[src/rtl/pc_fetch_unit_if.sv]
// Instruction-memory fetch bus: request/address out, ready/data back.
interface pc_fetch_unit_if;
    logic        imem_req;
    logic [31:0] imem_addr;
    logic        imem_ready;
    logic [31:0] imem_rdata;

    modport master (
        output imem_req,
        output imem_addr,
        input  imem_ready,
        input  imem_rdata
    );

    modport slave (
        input  imem_req,
        input  imem_addr,
        output imem_ready,
        output imem_rdata
    );
endinterface

[src/rtl/pc_fetch_unit.sv]
// MIPS instruction-fetch stage: holds the PC, fetches over a req/ready bus and holds instr until retire.
// Optional macro PC_MISALIGN_TRAP_EN adds a sticky trap on a misaligned jr target.
module pc_fetch_unit #(
    parameter logic [31:0] RESET_PC = 32'h0000_0000,
    parameter int          CNT_W    = 16
) (
    input  logic               clk,
    input  logic               rst,
    pc_fetch_unit_if.master    imem,
    input  logic [1:0]         pcsrc_i,
    input  logic [31:0]        branch_imm_i,
    input  logic [31:0]        jr_target_i,
    output logic [31:0]        instr_o,
    output logic               instr_valid_o,
    output logic [31:0]        pc_o,
    output logic [31:0]        pc_plus4_o,
    input  logic               retire_i,
`ifdef PC_MISALIGN_TRAP_EN
    output logic               misalign_o,
`endif
    output logic [CNT_W-1:0]   retired_cnt_o
);

    typedef enum logic [1:0] {
        ST_RESET_WAIT = 2'd0,
        ST_FETCH      = 2'd1,
        ST_HOLD       = 2'd2,
        ST_TRAP       = 2'd3
    } state_t;

    localparam logic [CNT_W-1:0] CNT_ONE = {{(CNT_W-1){1'b0}}, 1'b1};

    state_t             state_q;
    logic [31:0]        pc_q;
    logic [31:0]        instr_q;
    logic               instr_valid_q;
    logic               imem_req_q;
    logic [CNT_W-1:0]   retired_cnt_q;
    logic [31:0]        pc_plus4_d;
    logic [31:0]        next_pc_d;
    logic               unused_bits;

    assign pc_plus4_d  = pc_q + 32'd4;
    // Only the low 30 bits of the immediate survive the word shift.
    assign unused_bits = ^branch_imm_i[31:30];

    always_comb begin
        next_pc_d = pc_plus4_d;
        unique case (pcsrc_i)
            2'b00:   next_pc_d = pc_plus4_d;
            2'b01:   next_pc_d = pc_plus4_d + {branch_imm_i[29:0], 2'b00};
            2'b10:   next_pc_d = jr_target_i;
            2'b11:   next_pc_d = {pc_plus4_d[31:28], instr_q[25:0], 2'b00};
            default: next_pc_d = pc_plus4_d;
        endcase
    end

`ifdef PC_MISALIGN_TRAP_EN
    logic misalign_q;
    logic jr_misaligned;
    assign jr_misaligned = (pcsrc_i == 2'b10) && (jr_target_i[1:0] != 2'b00);
    assign misalign_o    = misalign_q;
`endif

    always_ff @(posedge clk or posedge rst) begin
        if (rst) begin
            state_q       <= ST_RESET_WAIT;
            pc_q          <= RESET_PC;
            instr_q       <= 32'h0;
            instr_valid_q <= 1'b0;
            imem_req_q    <= 1'b0;
            retired_cnt_q <= '0;
`ifdef PC_MISALIGN_TRAP_EN
            misalign_q    <= 1'b0;
`endif
        end else begin
            unique case (state_q)
                ST_RESET_WAIT: begin
                    state_q    <= ST_FETCH;
                    imem_req_q <= 1'b1;
                end
                ST_FETCH: begin
                    if (imem.imem_ready) begin
                        instr_q       <= imem.imem_rdata;
                        instr_valid_q <= 1'b1;
                        imem_req_q    <= 1'b0;
                        state_q       <= ST_HOLD;
                    end
                end
                ST_HOLD: begin
                    if (retire_i) begin
                        retired_cnt_q <= retired_cnt_q + CNT_ONE;
                        instr_valid_q <= 1'b0;
`ifdef PC_MISALIGN_TRAP_EN
                        if (jr_misaligned) begin
                            // PC keeps pointing at the faulting jr; only reset leaves TRAP.
                            misalign_q <= 1'b1;
                            state_q    <= ST_TRAP;
                        end else begin
                            pc_q       <= next_pc_d;
                            imem_req_q <= 1'b1;
                            state_q    <= ST_FETCH;
                        end
`else
                        pc_q       <= next_pc_d;
                        imem_req_q <= 1'b1;
                        state_q    <= ST_FETCH;
`endif
                    end
                end
                ST_TRAP: begin
                    imem_req_q    <= 1'b0;
                    instr_valid_q <= 1'b0;
                end
                default: begin
                    state_q    <= ST_RESET_WAIT;
                    imem_req_q <= 1'b0;
                end
            endcase
        end
    end

    assign imem.imem_req  = imem_req_q;
    assign imem.imem_addr = pc_q;
    assign instr_o        = instr_q;
    assign instr_valid_o  = instr_valid_q;
    assign pc_o           = pc_q;
    assign pc_plus4_o     = pc_plus4_d;
    assign retired_cnt_o  = retired_cnt_q;

endmodule
[src/flat_wrapper.sv]
// flat-port wrapper written by rule: the top's interface ports become plain ports
module pc_fetch_unit_flat 
#(
    parameter logic [31:0] RESET_PC = 32'h0000_0000,
    parameter int          CNT_W    = 16
)
  (clk, rst, pcsrc_i, branch_imm_i, jr_target_i, instr_o, instr_valid_o, pc_o, pc_plus4_o, retire_i, retired_cnt_o, imem_imem_req, imem_imem_addr, imem_imem_ready, imem_imem_rdata);
  pc_fetch_unit_if imem_i ();
  input  logic clk;
  input  logic rst;
  input  logic [1:0] pcsrc_i;
  input  logic [31:0] branch_imm_i;
  input  logic [31:0] jr_target_i;
  output logic [31:0] instr_o;
  output logic instr_valid_o;
  output logic [31:0] pc_o;
  output logic [31:0] pc_plus4_o;
  input  logic retire_i;
  output logic [CNT_W-1:0] retired_cnt_o;
  output wire logic [$bits(imem_i.imem_req)-1:0] imem_imem_req;
  output wire logic [$bits(imem_i.imem_addr)-1:0] imem_imem_addr;
  input wire logic [$bits(imem_i.imem_ready)-1:0] imem_imem_ready;
  input wire logic [$bits(imem_i.imem_rdata)-1:0] imem_imem_rdata;
  assign imem_imem_req = imem_i.imem_req;
  assign imem_imem_addr = imem_i.imem_addr;
  assign imem_i.imem_ready = imem_imem_ready;
  assign imem_i.imem_rdata = imem_imem_rdata;
  pc_fetch_unit #(.RESET_PC(RESET_PC), .CNT_W(CNT_W)) u_core (.clk(clk), .rst(rst), .imem(imem_i), .pcsrc_i(pcsrc_i), .branch_imm_i(branch_imm_i), .jr_target_i(jr_target_i), .instr_o(instr_o), .instr_valid_o(instr_valid_o), .pc_o(pc_o), .pc_plus4_o(pc_plus4_o), .retire_i(retire_i), .retired_cnt_o(retired_cnt_o));
endmodule
[config.mk]
export PLATFORM = sky130hd
export DESIGN_NAME = pc_fetch_unit_flat
export DESIGN_NICKNAME = d
export VERILOG_FILES = /design/src/rtl/pc_fetch_unit_if.sv /design/src/rtl/pc_fetch_unit.sv /design/src/flat_wrapper.sv
export SDC_FILE = /design/constraint.sdc
export NUM_CORES = 1
export LEC_CHECK = 0
export CORE_ASPECT_RATIO = 0.7
export CORE_MARGIN = 8
export CORE_UTILIZATION = 35
export DETAILED_ROUTE_END_ITERATION = 10
export GPL_TIMING_DRIVEN = 0
export HOLD_SLACK_MARGIN = 0.02
export PLACE_DENSITY = 0.69
export SKIP_CTS_REPAIR_TIMING = 1
export SLEW_MARGIN = 20
export SYNTH_ARGS = -nofsm -noshare
export SYNTH_HDL_FRONTEND = slang
export SYNTH_SLANG_ARGS = --single-unit
[constraint.sdc]
create_clock -name clk -period 3.6 [get_ports clk]
set_input_delay 1.08 -clock clk [delete_from_list [all_inputs] [get_ports clk]]
set_output_delay 1.08 -clock clk [all_outputs]
set_load 0.01 [all_outputs]
==> impl.org, run 1 <==
** Status
- Outcome :: finished, violations left
- Violated checks :: setup timing

** Min path
- The min-delay analysis places its worst path in the category flip-flop to flip-flop.
- Count of cells along the worst hold path :: 1

** GRT
- Initial antenna violation count :: 2
- For this run the aggregate overflow at the end of global routing stands at 0.
- Wire length of the first global-routing pass :: 37.0 mm
- Entering global routing, the biggest net connects 47 pins.
- Total track usage :: 0.214
- Vias in the first global route :: 6239

** Route
- Metal3 WL :: 2.34 mm
- Total met2 wirelength after detailed routing :: 11.9 mm
- Once detail routing completed, the nets flagged for antenna violations numbered 0.
- Average wire length per cell after detail routing :: 21.5 um
- Initial detailed-routing violation count :: 460
- After detailed routing, the number of vias per cell comes to 5.39.
- Post-detailed-routing wire length :: 25.9 mm
- Via count :: 6501
- For this run, the detailed router's first-pass iteration total came to 5.
- Uppermost signal routing layer after detailed routing :: met5
- Drt drc :: 0
- The detailed router put a total of 11.4 mm of wire on met1.

** Clocking
- Clk sinks :: 84
- The longest clock path from root to sink contains 2 buffers.
- The number of clock buffers added by TritonCTS is 9.
- H-tree lvl count :: 3
- TritonCTS built the clock tree.
- Clock latency on the worst-skew pair, taken at its later pin, is 0.35 ns.
- Clk pin slew, worst setup/hold paths :: 0.08 ns
- The tree is rooted in a sky130_fd_sc_hd__clkbuf_16.

** Yosys
- Register bit count reported by yosys :: 84
- The synthesized design contains 0 enable-type register cells.
- Number of distinct library cell variants in the gate-level netlist after synthesis :: 68
- Total of warnings raised by yosys :: 0
- The average instance in the mapped netlist occupies 9.40 um2.
- After synthesis, the share of flip-flops with an asynchronous set or reset is 1.00.
- Synthesized instance count :: 674
- The share of the Yosys chip area taken by registers is 0.332.
- For this run, the leading register cell type out of synthesis is sky130_fd_sc_hd__dfrtp_1.
- When the netlist entered floorplanning its net count stood at 813.
- The cell area that synthesis handed to floorplanning was 6340 um2.

** Timing
- Fin Clk Skew :: 0.00791 ns
- Worst setup slack after layout :: -0.150 ns
- Count of endpoints failing hold in the final timing report :: 0
- Setup violations remaining at the end of the flow were counted as 10.
- The number of max-slew violations in the final report came to 0.
- Worst hold slack after final layout :: 0.490 ns
- The worst pin sits at a relative slew slack of 0.366.
- In the finished design, the share of the clock period the worst path needs comes to 1.04.
- Maximum achievable frequency :: 0.267 GHz
- Least-Margin Pin Slew :: 0.950 ns
- Setup repair after global routing could not meet its margin everywhere.
- Counting I/O delays and the setup requirement, the final critical path takes 3.75 ns.

** Power and ir drop
- Worst supply voltage drop on vdd :: 443 uV
- Leakage component of the power :: 4.35 nW
- Clock network fraction of total power :: 0.130
- Summed over all nets, the switching power comes to 3.13 mW.
- Share of total power consumed by net switching :: 0.400
- Dividing total power by cell area gives a power density of 760 nW/um2.
- Gate power share :: 0.641
- Overall power consumption after layout is estimated at 7.81 mW.
- Cell-internal power :: 4.68 mW
- The share of total power dissipated in sequential elements is 0.229.

** Setup path
- At the worst endpoint, the required time is 3.84 ns.
- The number of cells on the worst reg-to-reg path is 15.
- Along the worst path, the maximum fanout reaches 5.
- Endpoint type of the worst setup path :: flip-flop
- Nature of the critical path startpoint :: flip-flop
- At the worst endpoint, the arrival time is 3.99 ns.
- Type of the worst setup path :: flip-flop to flip-flop

** Die
- Core box area :: 17900 um2
- The die is 129 um tall.
- Effective utilization at floorplan :: 0.354
- Row generation in the floorplan step produced 41 rows.
- In this run the horizontal extent of the chip is 177 um.
- Floorplan die area :: 22700 um2
- In this run the count of I/O pins placed on the die edge is 248.

** Layout
- Filler cells :: 1633
- Across the whole layout, storage elements account for 2120 um2.
- ANT cells :: 0
- Summing all multi-input logic gate instances after layout gives 4370 um2.
- Relative to the synthesized area, the layout overhead comes to 62.1%.
- Of the cells placed in the final design, the portion with a size suffix greater than 1 is 0.244.
- Measured on the finished design, the core utilization comes to 0.574.
- Final net count :: 1105

** Run
- The tool flagged a number of max-cap violations equal to 0.

** Place
- Routability-driven placement finished with a final weighted congestion of 0.878.
- Number of port buffers :: 245
- Estimated wirelength of the detail-placed design :: 19.4 mm
## cells in the final DEF (no fill, tap or decap), types with 12 or more instances in the layout
cell	instances
sky130_fd_sc_hd__a21oi_1	35
sky130_fd_sc_hd__buf_4	68
sky130_fd_sc_hd__clkbuf_1	18
sky130_fd_sc_hd__clkdlybuf4s50_1	230
sky130_fd_sc_hd__dfrtp_1	72
sky130_fd_sc_hd__dfrtp_2	12
sky130_fd_sc_hd__ha_1	19
sky130_fd_sc_hd__ha_4	13
sky130_fd_sc_hd__inv_1	14
sky130_fd_sc_hd__mux2_2	33
sky130_fd_sc_hd__mux4_2	12
sky130_fd_sc_hd__nand2_1	75
sky130_fd_sc_hd__nand3_1	21
sky130_fd_sc_hd__nand4_1	13
sky130_fd_sc_hd__nor2_1	33
sky130_fd_sc_hd__o21ai_0	24
sky130_fd_sc_hd__xnor2_1	36
sky130_fd_sc_hd__xor2_1	15
## synthesized netlist by cell type, drive strengths merged, types with 6 or more instances
cell type	count	area, um2
clkbuf	18	67.6
xnor2	47	412
ha	36	450
mux2	35	394
mux4	13	297
nand4	15	115
xor2	21	210
nand2b	6	37.5
nand3	22	110
nor3	12	65.1
a31oi	8	50.1
buf	41	285
inv	18	67.6
a21o	11	82.6
nor2	41	164
and3	8	50.1
o21ai	34	170
dfrtp	84	2100
nor2b	6	37.5
o22a	6	52.6
mux2i	11	110
nand2	77	289
a21oi	41	205
## metrics by stage
stage          area [um2]  instances  setup slack [ns]  TNS (ns)
5_1_grt             10300       1207            -0.270     -2.49
4_1_cts              9440       1172            -0.872    -12.35
3_3_place_gp         9090       1155             -1.67   -125.96
6_report            10300       1207            -0.150    -0.788
2_1_floorplan        6350        674            0.0319         0
3_5_place_dp         9130       1156            -0.846    -11.01
## sequential cells by signal (all words and copies together) (netlist names)
signal / flops
u_core.imem.imem_addr: 32
u_core.instr_o: 32
u_core.retired_cnt_o: 16
u_core.state_q: 2
u_core.imem.imem_req: 1
u_core.instr_valid_o: 1
## critical path, stage by stage, from the launching register on
cell	delay [ns]
sky130_fd_sc_hd__dfrtp_2	0.41
sky130_fd_sc_hd__and4_4	0.28
sky130_fd_sc_hd__nand4_4	0.22
sky130_fd_sc_hd__inv_4	0.14
sky130_fd_sc_hd__and3_4	0.22
sky130_fd_sc_hd__xor2_4	0.20
sky130_fd_sc_hd__ha_4	0.17
sky130_fd_sc_hd__nand4_1	0.18
sky130_fd_sc_hd__a211o_1	0.35
sky130_fd_sc_hd__a31oi_4	0.21
sky130_fd_sc_hd__nor2_4	0.08
sky130_fd_sc_hd__o22a_1	0.22
sky130_fd_sc_hd__a311o_1	0.41
sky130_fd_sc_hd__o21ai_2	0.15
sky130_fd_sc_hd__xnor2_1	0.09
sky130_fd_sc_hd__a311oi_1	0.29
## cell type report
class                           instances  area share
Clock inverter                          7     0.00889
Inverter                               18     0.00730
Buffer                                 59      0.0348
Multi-Input combinational cell        513       0.425
Timing Repair Buffer                  281       0.267
Sequential cell                        84       0.206
Tap cell                              236      0.0287
Clock buffer                            9      0.0219
## kinds of logic after synthesis
logic type      after synthesis  synth area share
compound gates              140             0.140
xor+xnor                     68            0.0981
fa+ha+maj                    37            0.0742
buf+inv                      77            0.0663
flops                        84             0.332
mux                          59             0.126
simple gates                209             0.163
## power groups by stage
| stage | Clock (mW) | Combinational (mW) | Sequential [mW] |
|---|---|---|---|
| 2_1_floorplan | 0 | 2.19 | 1.80 |
| 3_3_place_gp | 0 | 4.23 | 1.78 |
| 3_5_place_dp | 0 | 4.28 | 1.79 |
| 4_1_cts | 1.04 | 4.31 | 1.77 |
| 5_1_grt | 1.08 | 5.34 | 1.84 |
| 6_report | 1.02 | 5.00 | 1.79 |
## path summary, 6_finish.rpt
kind                       slack (ns)                startpoint                         to
min in group asynchronous        1.11                       rst          u_core.instr_o[2]
setup / recovery                -0.15  u_core.imem.imem_addr[6]  u_core.imem.imem_addr[30]
max in group asynchronous        1.90                       rst  u_core.imem.imem_addr[28]
setup reg to reg                -0.15  u_core.imem.imem_addr[6]  u_core.imem.imem_addr[30]
hold reg to reg                  0.49  u_core.retired_cnt_o[15]   u_core.retired_cnt_o[15]
hold / removal                   0.49  u_core.retired_cnt_o[15]   u_core.retired_cnt_o[15]
## per-layer routing
metal / vias up / GRT usage
li1: 2977 / -
met1: 3190 / 0.282
met2: 303 / 0.342
met3: 27 / 0.0661
met4: 4 / 0.0375
met5: - / 0
No activity file was read; power rests on OpenSTA's default activity.
==> inputs of run 2 (changes only) <==
--- a/config.mk
+++ b/config.mk
@@ -5,14 +5,15 @@
 export SDC_FILE = /design/constraint.sdc
 export NUM_CORES = 1
 export LEC_CHECK = 0
+export CELL_PAD_IN_SITES_DETAIL_PLACEMENT = 1
+export CELL_PAD_IN_SITES_GLOBAL_PLACEMENT = 1
 export CORE_ASPECT_RATIO = 0.7
 export CORE_MARGIN = 8
-export CORE_UTILIZATION = 35
+export CORE_UTILIZATION = 30
 export DETAILED_ROUTE_END_ITERATION = 10
 export GPL_TIMING_DRIVEN = 0
 export HOLD_SLACK_MARGIN = 0.02
-export PLACE_DENSITY = 0.69
-export SKIP_CTS_REPAIR_TIMING = 1
+export PLACE_DENSITY_LB_ADDON = 0.12
 export SLEW_MARGIN = 20
 export SYNTH_ARGS = -nofsm -noshare
 export SYNTH_HDL_FRONTEND = slang
==> impl.org, run 2 (synthesis results as in run 1) <==
** Status
- Outcome :: finished, violations left
- Violated checks :: setup timing

** GRT
- The wire length of the first global-routing pass was 41.5 mm (+12%).
- The sum of overflow across all layers after global routing is 0 (unchanged).
- Pin count of the biggest net entering global routing :: 62 (+32%)
- Initial antenna violation count :: 1 (-1)
- Vias in the first global route :: 6795 (+8.9%)
- Total track usage :: 0.209 (-0.00414)

** Timing
- The number of max-slew violations in the final report was 0 (unchanged).
- The number of endpoints with negative hold slack in the final report is 0 (unchanged).
- Slew headroom :: 0.303 (-0.0630)
- RSZ-0062 raised after global routing :: true
- Fin Clk Skew :: 0.0121 ns (+0.00423 ns)
- Time the final worst path needs with I/O delays and setup :: 3.64 ns (-0.111 ns)
- The maximum clock frequency is 0.275 GHz (+3.0%).
- The pin slew with the least headroom to its limit was 1.04 ns (+0.0945 ns).
- Worst setup slack after layout :: -0.0395 ns (+0.111 ns)
- Setup violations, final :: 1 (-9)
- The share of the cycle needed by the critical path after routing was 1.01 (-0.0307).

** Die
- I/O pin total :: 248 (unchanged)
- Effective utilization at floorplan :: 0.305 (-0.0486)
- Height of the die :: 138 um (+7.0%)
- The horizontal die dimension came to 190 um (+7.3%).
- The placeable core region is 20800 um2 (+16%).
- The floorplan die area was 26100 um2 (+15%).
- The total number of placement rows is 44 (+7.3%).

** Route
- The DRC violations left is 0 (unchanged).
- First-pass DRT Iterations :: 4 (-1)
- Remaining antenna violation count after routing :: 0 (unchanged)
- Met1 Routed Length :: 13.2 mm (+15%)
- The average wire per standard cell was 22.5 um (+4.5%).
- Drt via density :: 5.07 (-5.9%)
- The vias after detailed routing came to 6464 (-0.57%).
- The wire length on met2 is 13.0 mm (+9.4%).
- The initial DRC count was 274 (-40%).
- The routed length on met3 was 2.18 mm (-7.0%).
- Post-detailed-routing wire length :: 28.6 mm (+10%)
- The highest layer touched by signal routing is met5.

** Clocking
- The clock-pin slew on the worst setup and hold paths was 0.08 ns (about the same).
- The count of H-tree levels built during CTS is 3 (unchanged).
- The number of sinks on the clock net is 84 (unchanged).
- Clk_lat worst skew :: 0.36 ns (about the same)
- TritonCTS built the clock tree.
- The TritonCTS buffer count was 9 (unchanged).
- The tree is rooted in a sky130_fd_sc_hd__clkbuf_16.
- The clock tree buffer depth came to 2 (unchanged).

** Setup path
- Critical path peak fanout :: 5 (unchanged)
- The data required time at the worst endpoint was 3.86 ns (+0.02 ns).
- The setup path with the least slack is of type flip-flop to flip-flop.
- The arrival time at the worst endpoint is 3.90 ns (-0.09 ns).
- Endpoint type of the worst setup path :: flip-flop
- Nature of the critical path startpoint :: flip-flop

** Power and ir drop
- The worst voltage drop across the vdd grid was 377 uV (-15%).
- Leakage component of the power :: 4.54 nW (+4.5%)
- The total power density per cell area came to 765 nW/um2 (+0.74%).

** Layout
- Highest-count cells in the layout ignoring fill and taps :: sky130_fd_sc_hd__clkdlybuf4s50_1, sky130_fd_sc_hd__buf_4, sky130_fd_sc_hd__nand2_1
- The share of final-layout standard cells stronger than drive strength 1 came to 0.301 (+0.0572).
- The fill cell total of the finished layout was 2320 (+42%).
- Compared with the post-synthesis result, the final layout area differs by 71.1%.
- The area occupied by registers was 2120 um2 (+0.35%).
- Leading cell type in the layout, fill and taps excluded :: sky130_fd_sc_hd__clkdlybuf4s50_1
- Multi-input combinational cell area :: 4660 um2 (+6.6%)
- Cell area after layout :: 10800 um2 (+5.6%)
- Final net count :: 1133 (+2.5%)
- ANT cells :: 0 (unchanged)

** Place
- The detailed-placement wirelength estimate was 21.3 mm (+9.8%).
- The number of buffer cells added on primary ports is 245 (unchanged).
- The pre-CTS setup slack is -0.969 ns (-0.123 ns).
- The placed cell area is 9180 um2 (+0.55%).
- The final RePlAce weighted congestion was 0.860 (-2.1%).

** Min path
- The path class of the tightest hold or removal check is flip-flop to flip-flop.

** Run
- The count of max-cap constraint violations is 0 (unchanged).
run 2: changes by cell type in the layout (fill, tap and decap cells not counted), moves of 5 or more:
cell,delta
sky130_fd_sc_hd__dfrtp_1,-6
sky130_fd_sc_hd__ha_4,+5
sky130_fd_sc_hd__xnor2_2,+6
sky130_fd_sc_hd__buf_4,+23
sky130_fd_sc_hd__dfrtp_2,+6
sky130_fd_sc_hd__buf_6,+5
sky130_fd_sc_hd__xnor2_1,-6
run 2: what timing repair did:
item	in CTS	in global routing
pin swaps	28	48
buffers inserted	26	37
gates resized for setup	106	104
endpoints found under the setup margin	37	28
hold buffers	0	0
run 2: worst max-delay path, stage by stage (launching register included):
cell                       delay [ns]
sky130_fd_sc_hd__dfrtp_2         0.37
sky130_fd_sc_hd__and4_4          0.29
sky130_fd_sc_hd__nand4_4         0.18
sky130_fd_sc_hd__buf_12          0.19
sky130_fd_sc_hd__or4_4           0.48
sky130_fd_sc_hd__nor2_4          0.18
sky130_fd_sc_hd__xor2_4          0.23
sky130_fd_sc_hd__ha_4            0.19
sky130_fd_sc_hd__and3_4          0.22
sky130_fd_sc_hd__nand3_2         0.08
sky130_fd_sc_hd__o22a_1          0.22
sky130_fd_sc_hd__a311o_1         0.36
sky130_fd_sc_hd__o21ai_1         0.18
sky130_fd_sc_hd__xnor2_1         0.10
sky130_fd_sc_hd__a311oi_1        0.26
run 2: per-layer routing:
metal  up-vias  track usage
met1      3211        0.288
met4         2       0.0286
li1       3030            -
met3        18       0.0627
met5         -            0
met2       203        0.328
run 2: area by class of cell:
class                   count  area share
clock buffers               9      0.0208
well taps                 276      0.0318
inverters                  18     0.00692
repair buffers            309       0.275
flip-flops and latches     84       0.196
plain buffers              59      0.0337
clock inverters             7     0.00704
multi-input cells         513       0.429
run 2: power breakdown:
| part | switching [mW] | internal (mW) |
|---|---|---|
| Clock | 0.474 | 0.494 |
| Sequential | 0.448 | 1.30 |
| Combinational | 2.47 | 3.12 |
run 2: final timing paths:
kind | start | endpoint | slack, ns | depth (start not counted)
max in group asynchronous | rst | u_core.imem.imem_addr[15] | 1.91 | 3
worst min-delay path | u_core.retired_cnt_o[15] | u_core.retired_cnt_o[15] | 0.48 | 1
worst max-delay path | u_core.imem.imem_addr[7] | u_core.imem.imem_addr[30] | -0.04 | 14
worst min register to register | u_core.retired_cnt_o[15] | u_core.retired_cnt_o[15] | 0.48 | 1
worst max register to register | u_core.imem.imem_addr[7] | u_core.imem.imem_addr[30] | -0.04 | 14
min in group asynchronous | rst | u_core.retired_cnt_o[3] | 1.05 | 2
run 2: metrics by stage:
stage               hold WS, ns  utilization  power [mW]  cells  setup TNS (ns)
floorplan                 0.508            -        4.00    674               0
global placement          0.463        0.441        6.12   1195         -134.48
detailed placement        0.483        0.442        6.17   1196          -14.06
CTS                       0.492        0.484        7.70   1238          -0.147
global route              0.508        0.523        8.83   1275           -1.04
finish                    0.481        0.523        8.30   1275         -0.0395
==> inputs of run 3 (changes only) <==
--- a/config.mk
+++ b/config.mk
@@ -14,7 +14,6 @@
 export GPL_TIMING_DRIVEN = 0
 export HOLD_SLACK_MARGIN = 0.02
 export PLACE_DENSITY_LB_ADDON = 0.12
-export SLEW_MARGIN = 20
 export SYNTH_ARGS = -nofsm -noshare
 export SYNTH_HDL_FRONTEND = slang
 export SYNTH_SLANG_ARGS = --single-unit
==> impl.org, run 3 (synthesis results as in run 1) <==
** Die
- Horizontal die dimension :: 190 um (unchanged)
- Std cell rows :: 44 (unchanged)
- Height of the die :: 138 um (unchanged)
- Effective utilization at floorplan :: 0.305 (unchanged)
- I/O pin total :: 248 (unchanged)
- Floorplan die area :: 26100 um2 (unchanged)
- The placeable core region is 20800 um2 (unchanged).

** GRT
- The largest net degree at the start of global routing came to 62 (unchanged).
- The via count of the first global-routing pass came to 6684 (-1.6%).
- Total track usage :: 0.208 (-0.00137)
- Initial antenna violation count :: 1 (unchanged)
- Wire length of the first global-routing pass :: 41.3 mm (-0.57%)
- GRT overflow :: 0 (unchanged)

** Clocking
- Clk pin slew, worst setup/hold paths :: 0.08 ns (about the same)
- CTS Root Cell :: sky130_fd_sc_hd__clkbuf_16
- CTS tree :: built
- The source-to-sink clock delay at the later pin of the worst-skew pair is 0.36 ns (about the same).
- Number of buffers created by CTS :: 9 (unchanged)
- The number of buffers added to fix hold violations after cts was 0 (unchanged).
- Buffer levels on the longest clock path :: 2 (unchanged)
- H-tree lvl count :: 3 (unchanged)
- The number of sinks on the clock net came to 84 (unchanged).

** Route
- Drt drc :: 0 (unchanged)
- Drt via density :: 5.06 (-0.19%)
- First-pass DRT Iterations :: 4 (unchanged)
- Post-detailed-routing wire length :: 28.2 mm (-1.4%)
- Remaining antenna violation count after routing :: 0 (unchanged)
- The vias after detailed routing came to 6396 (-1.1%).
- The average wire per standard cell was 22.3 um (-0.58%).
- Initial detailed-routing violation count :: 272 (-0.73%)

** Power and ir drop
- Sequential Power Share :: 0.219 (+0.008)
- The clock network fraction of design power is 0.120 (+0.003).
- Share of total power consumed by net switching :: 0.409 (+0.000915)
- The switching component of the power was 3.30 mW (-2.8%).
- The worst voltage drop across the vdd grid is 449 uV (+19%).
- The total power density per cell area is 760 nW/um2 (-0.66%).
- Cell-internal power :: 4.76 mW (-3.1%)
- The fraction of power consumed by combinational cells came to 0.660 (-0.013).
- The leakage power summed over all cells came to 4.42 nW (-2.6%).

** Timing
- Count of pins over their slew limit :: 0 (unchanged)
- Setup violations, final :: 1 (unchanged)
- The number of endpoints with negative hold slack in the final report was 0 (unchanged).
- The maximum clock frequency was 0.275 GHz (about the same).
- The setup slack after layout came to -0.0408 ns (-0.00122 ns).
- The final total negative setup slack is -0.0408 ns (-0.00122 ns).
- RSZ-0062 raised after global routing :: true
- Fin Clk Skew :: 0.0113 ns (-0.000804 ns)
- Share of the cycle needed by the critical path after routing :: 1.01 (about the same)
- The pin slew with the least headroom to its limit is 1.08 ns (+0.0356 ns).
- The worst slew margin relative to its limit is 0.280 (-0.0238).
- The shortest clock period the worst path allows after layout was 3.64 ns (+0.00122 ns).

** Min path
- Type of the most critical hold path :: flip-flop to flip-flop

** Setup path
- The highest cell delay on the worst timing path came to 0.38 ns (-0.10 ns).
- Critical path's slowest cell :: sky130_fd_sc_hd__dfrtp_2
- Buffers and inverters on the worst path :: 1 (unchanged)
- Ordered cell list for the critical path :: and4_4 > nand4_4 > inv_4 > and3_4 > xor2_4 > ha_4 > nand4_1 > a211o_1 > a31oi_4 > nor2_4 > o22a_1 > a311o_1 > o21ai_2 > xnor2_1 > a311oi_1
- The worst setup path is launched from a flip-flop.
- The worst setup path is of the flip-flop to flip-flop kind.
- Dominant delay contributor by cell family on the critical path :: compound AO/OA/AOI/OAI gates
- Flop-to-flop setup slack :: -0.04 ns (about the same)
- The maximum fanout along the worst path is 5 (unchanged).
- The arrival time at the worst endpoint is 3.89 ns (about the same).
- Data required time at the worst endpoint :: 3.85 ns (about the same)
- STA classifies the critical path endpoint as a flip-flop.

** Layout
- Fraction of layout instances using a drive strength above 1 :: 0.282 (-0.0189)
- Final net count :: 1122 (-0.97%)
- The area growth from synthesis to layout is 67.1%.
- The post-route cell area was 10600 um2 (-2.4%).
- The library cells used most frequently in the layout, excluding fill and tap cells, are sky130_fd_sc_hd__clkdlybuf4s50_1, sky130_fd_sc_hd__buf_4, sky130_fd_sc_hd__nand2_1.
- Leading cell type in the layout, fill and taps excluded :: sky130_fd_sc_hd__clkdlybuf4s50_1
- The share of the core filled with cells in the final layout was 0.510 (-0.0123).
- The number of diodes added for antenna fixing came to 0 (unchanged).
- The fill cell total of the finished layout was 2314 (-0.26%).

** Place
- DP Area :: 9180 um2 (about the same)
- The pre-CTS setup slack is -1.00 ns (-0.0309 ns).
- The number of buffer cells added on primary ports was 245 (unchanged).
- Routability cong. :: 0.860 (unchanged)
- Estimated wirelength of the detail-placed design :: 21.3 mm (about the same)

** Run
- The count of max-cap constraint violations came to 0 (unchanged).

** Status
- The flow ran to the end, but the final reports show violations.
- Violated checks :: setup timing
==> run 3: changes by cell type in the layout (fill, tap and decap cells not counted), moves of 3 or more <==
cell,before,now
sky130_fd_sc_hd__buf_4,91,84
sky130_fd_sc_hd__buf_6,9,4
sky130_fd_sc_hd__o21ai_0,20,25
sky130_fd_sc_hd__clkbuf_2,1,5
sky130_fd_sc_hd__o21ai_1,11,7
sky130_fd_sc_hd__ha_4,18,15
==> run 3: worst register-to-register path: cells and delay by family (launching register included) <==
kind                       cells  cell delay (ns)
and+or+nand+nor                5             0.99
AOI/OAI and AO/OA              6             1.57
buffers and inverters          1             0.14
xor gates and xnor gates       2             0.17
DFF                            1             0.38
adders and majority gates      1             0.28
==> run 3: power by group through the flow <==
stage / Clock (mW) / Combinational (mW) / Sequential [mW]
floorplan: 0 / 2.19 / 1.80
global placement: 0 / 4.34 / 1.78
detailed placement: 0 / 4.38 / 1.79
CTS: 1.01 / 4.85 / 1.78
global route: 1.04 / 5.71 / 1.82
finish: 0.970 / 5.32 / 1.77
==> run 3: area by class of cell <==
cell class              count  area [um2]  share of cell area
inverters                  18        72.6             0.00685
repair buffers            298        2840               0.268
plain buffers              59         365              0.0345
clock inverters             7        76.3             0.00721
clock buffers               9         225              0.0213
well taps                 276         345              0.0326
multi-input cells         513        4540               0.429
flip-flops and latches     84        2120               0.201
==> run 3: what timing repair did <==
item / in CTS / in global routing
endpoints found under the setup margin: 37 / 27
buffers inserted: 23 / 29
resized for setup: 95 / 82
pin swaps: 29 / 33
==> run 3: metrics by stage <==
stage | std cells | power [mW] | hold slack, ns
after floorplan | 674 | 4.00 | 0.508
after global placement | 1195 | 6.12 | 0.463
after detailed placement | 1196 | 6.17 | 0.483
after CTS | 1235 | 7.64 | 0.492
after global routing | 1264 | 8.58 | 0.509
final | 1264 | 8.06 | 0.482
==> run 3: final timing paths <==
check	startpoint	to	cells past startpoint
max	u_core.imem.imem_addr[7]	u_core.imem.imem_addr[30]	15
max reg2reg	u_core.imem.imem_addr[7]	u_core.imem.imem_addr[30]	15
max in group asynchronous	rst	u_core.imem.imem_addr[15]	3
min in group asynchronous	rst	u_core.instr_o[26]	2
min	u_core.retired_cnt_o[15]	u_core.retired_cnt_o[15]	1
min reg2reg	u_core.retired_cnt_o[15]	u_core.retired_cnt_o[15]	1
==> run 3: routing by layer <==
metal | part of all wire | wire length, um | GRT usage
met5 | 0.00046 | 13 | 0
met4 | 0.0098 | 276 | 0.0390
met3 | 0.073 | 2060 | 0.0607
met2 | 0.45 | 12700 | 0.321
met1 | 0.47 | 13200 | 0.287
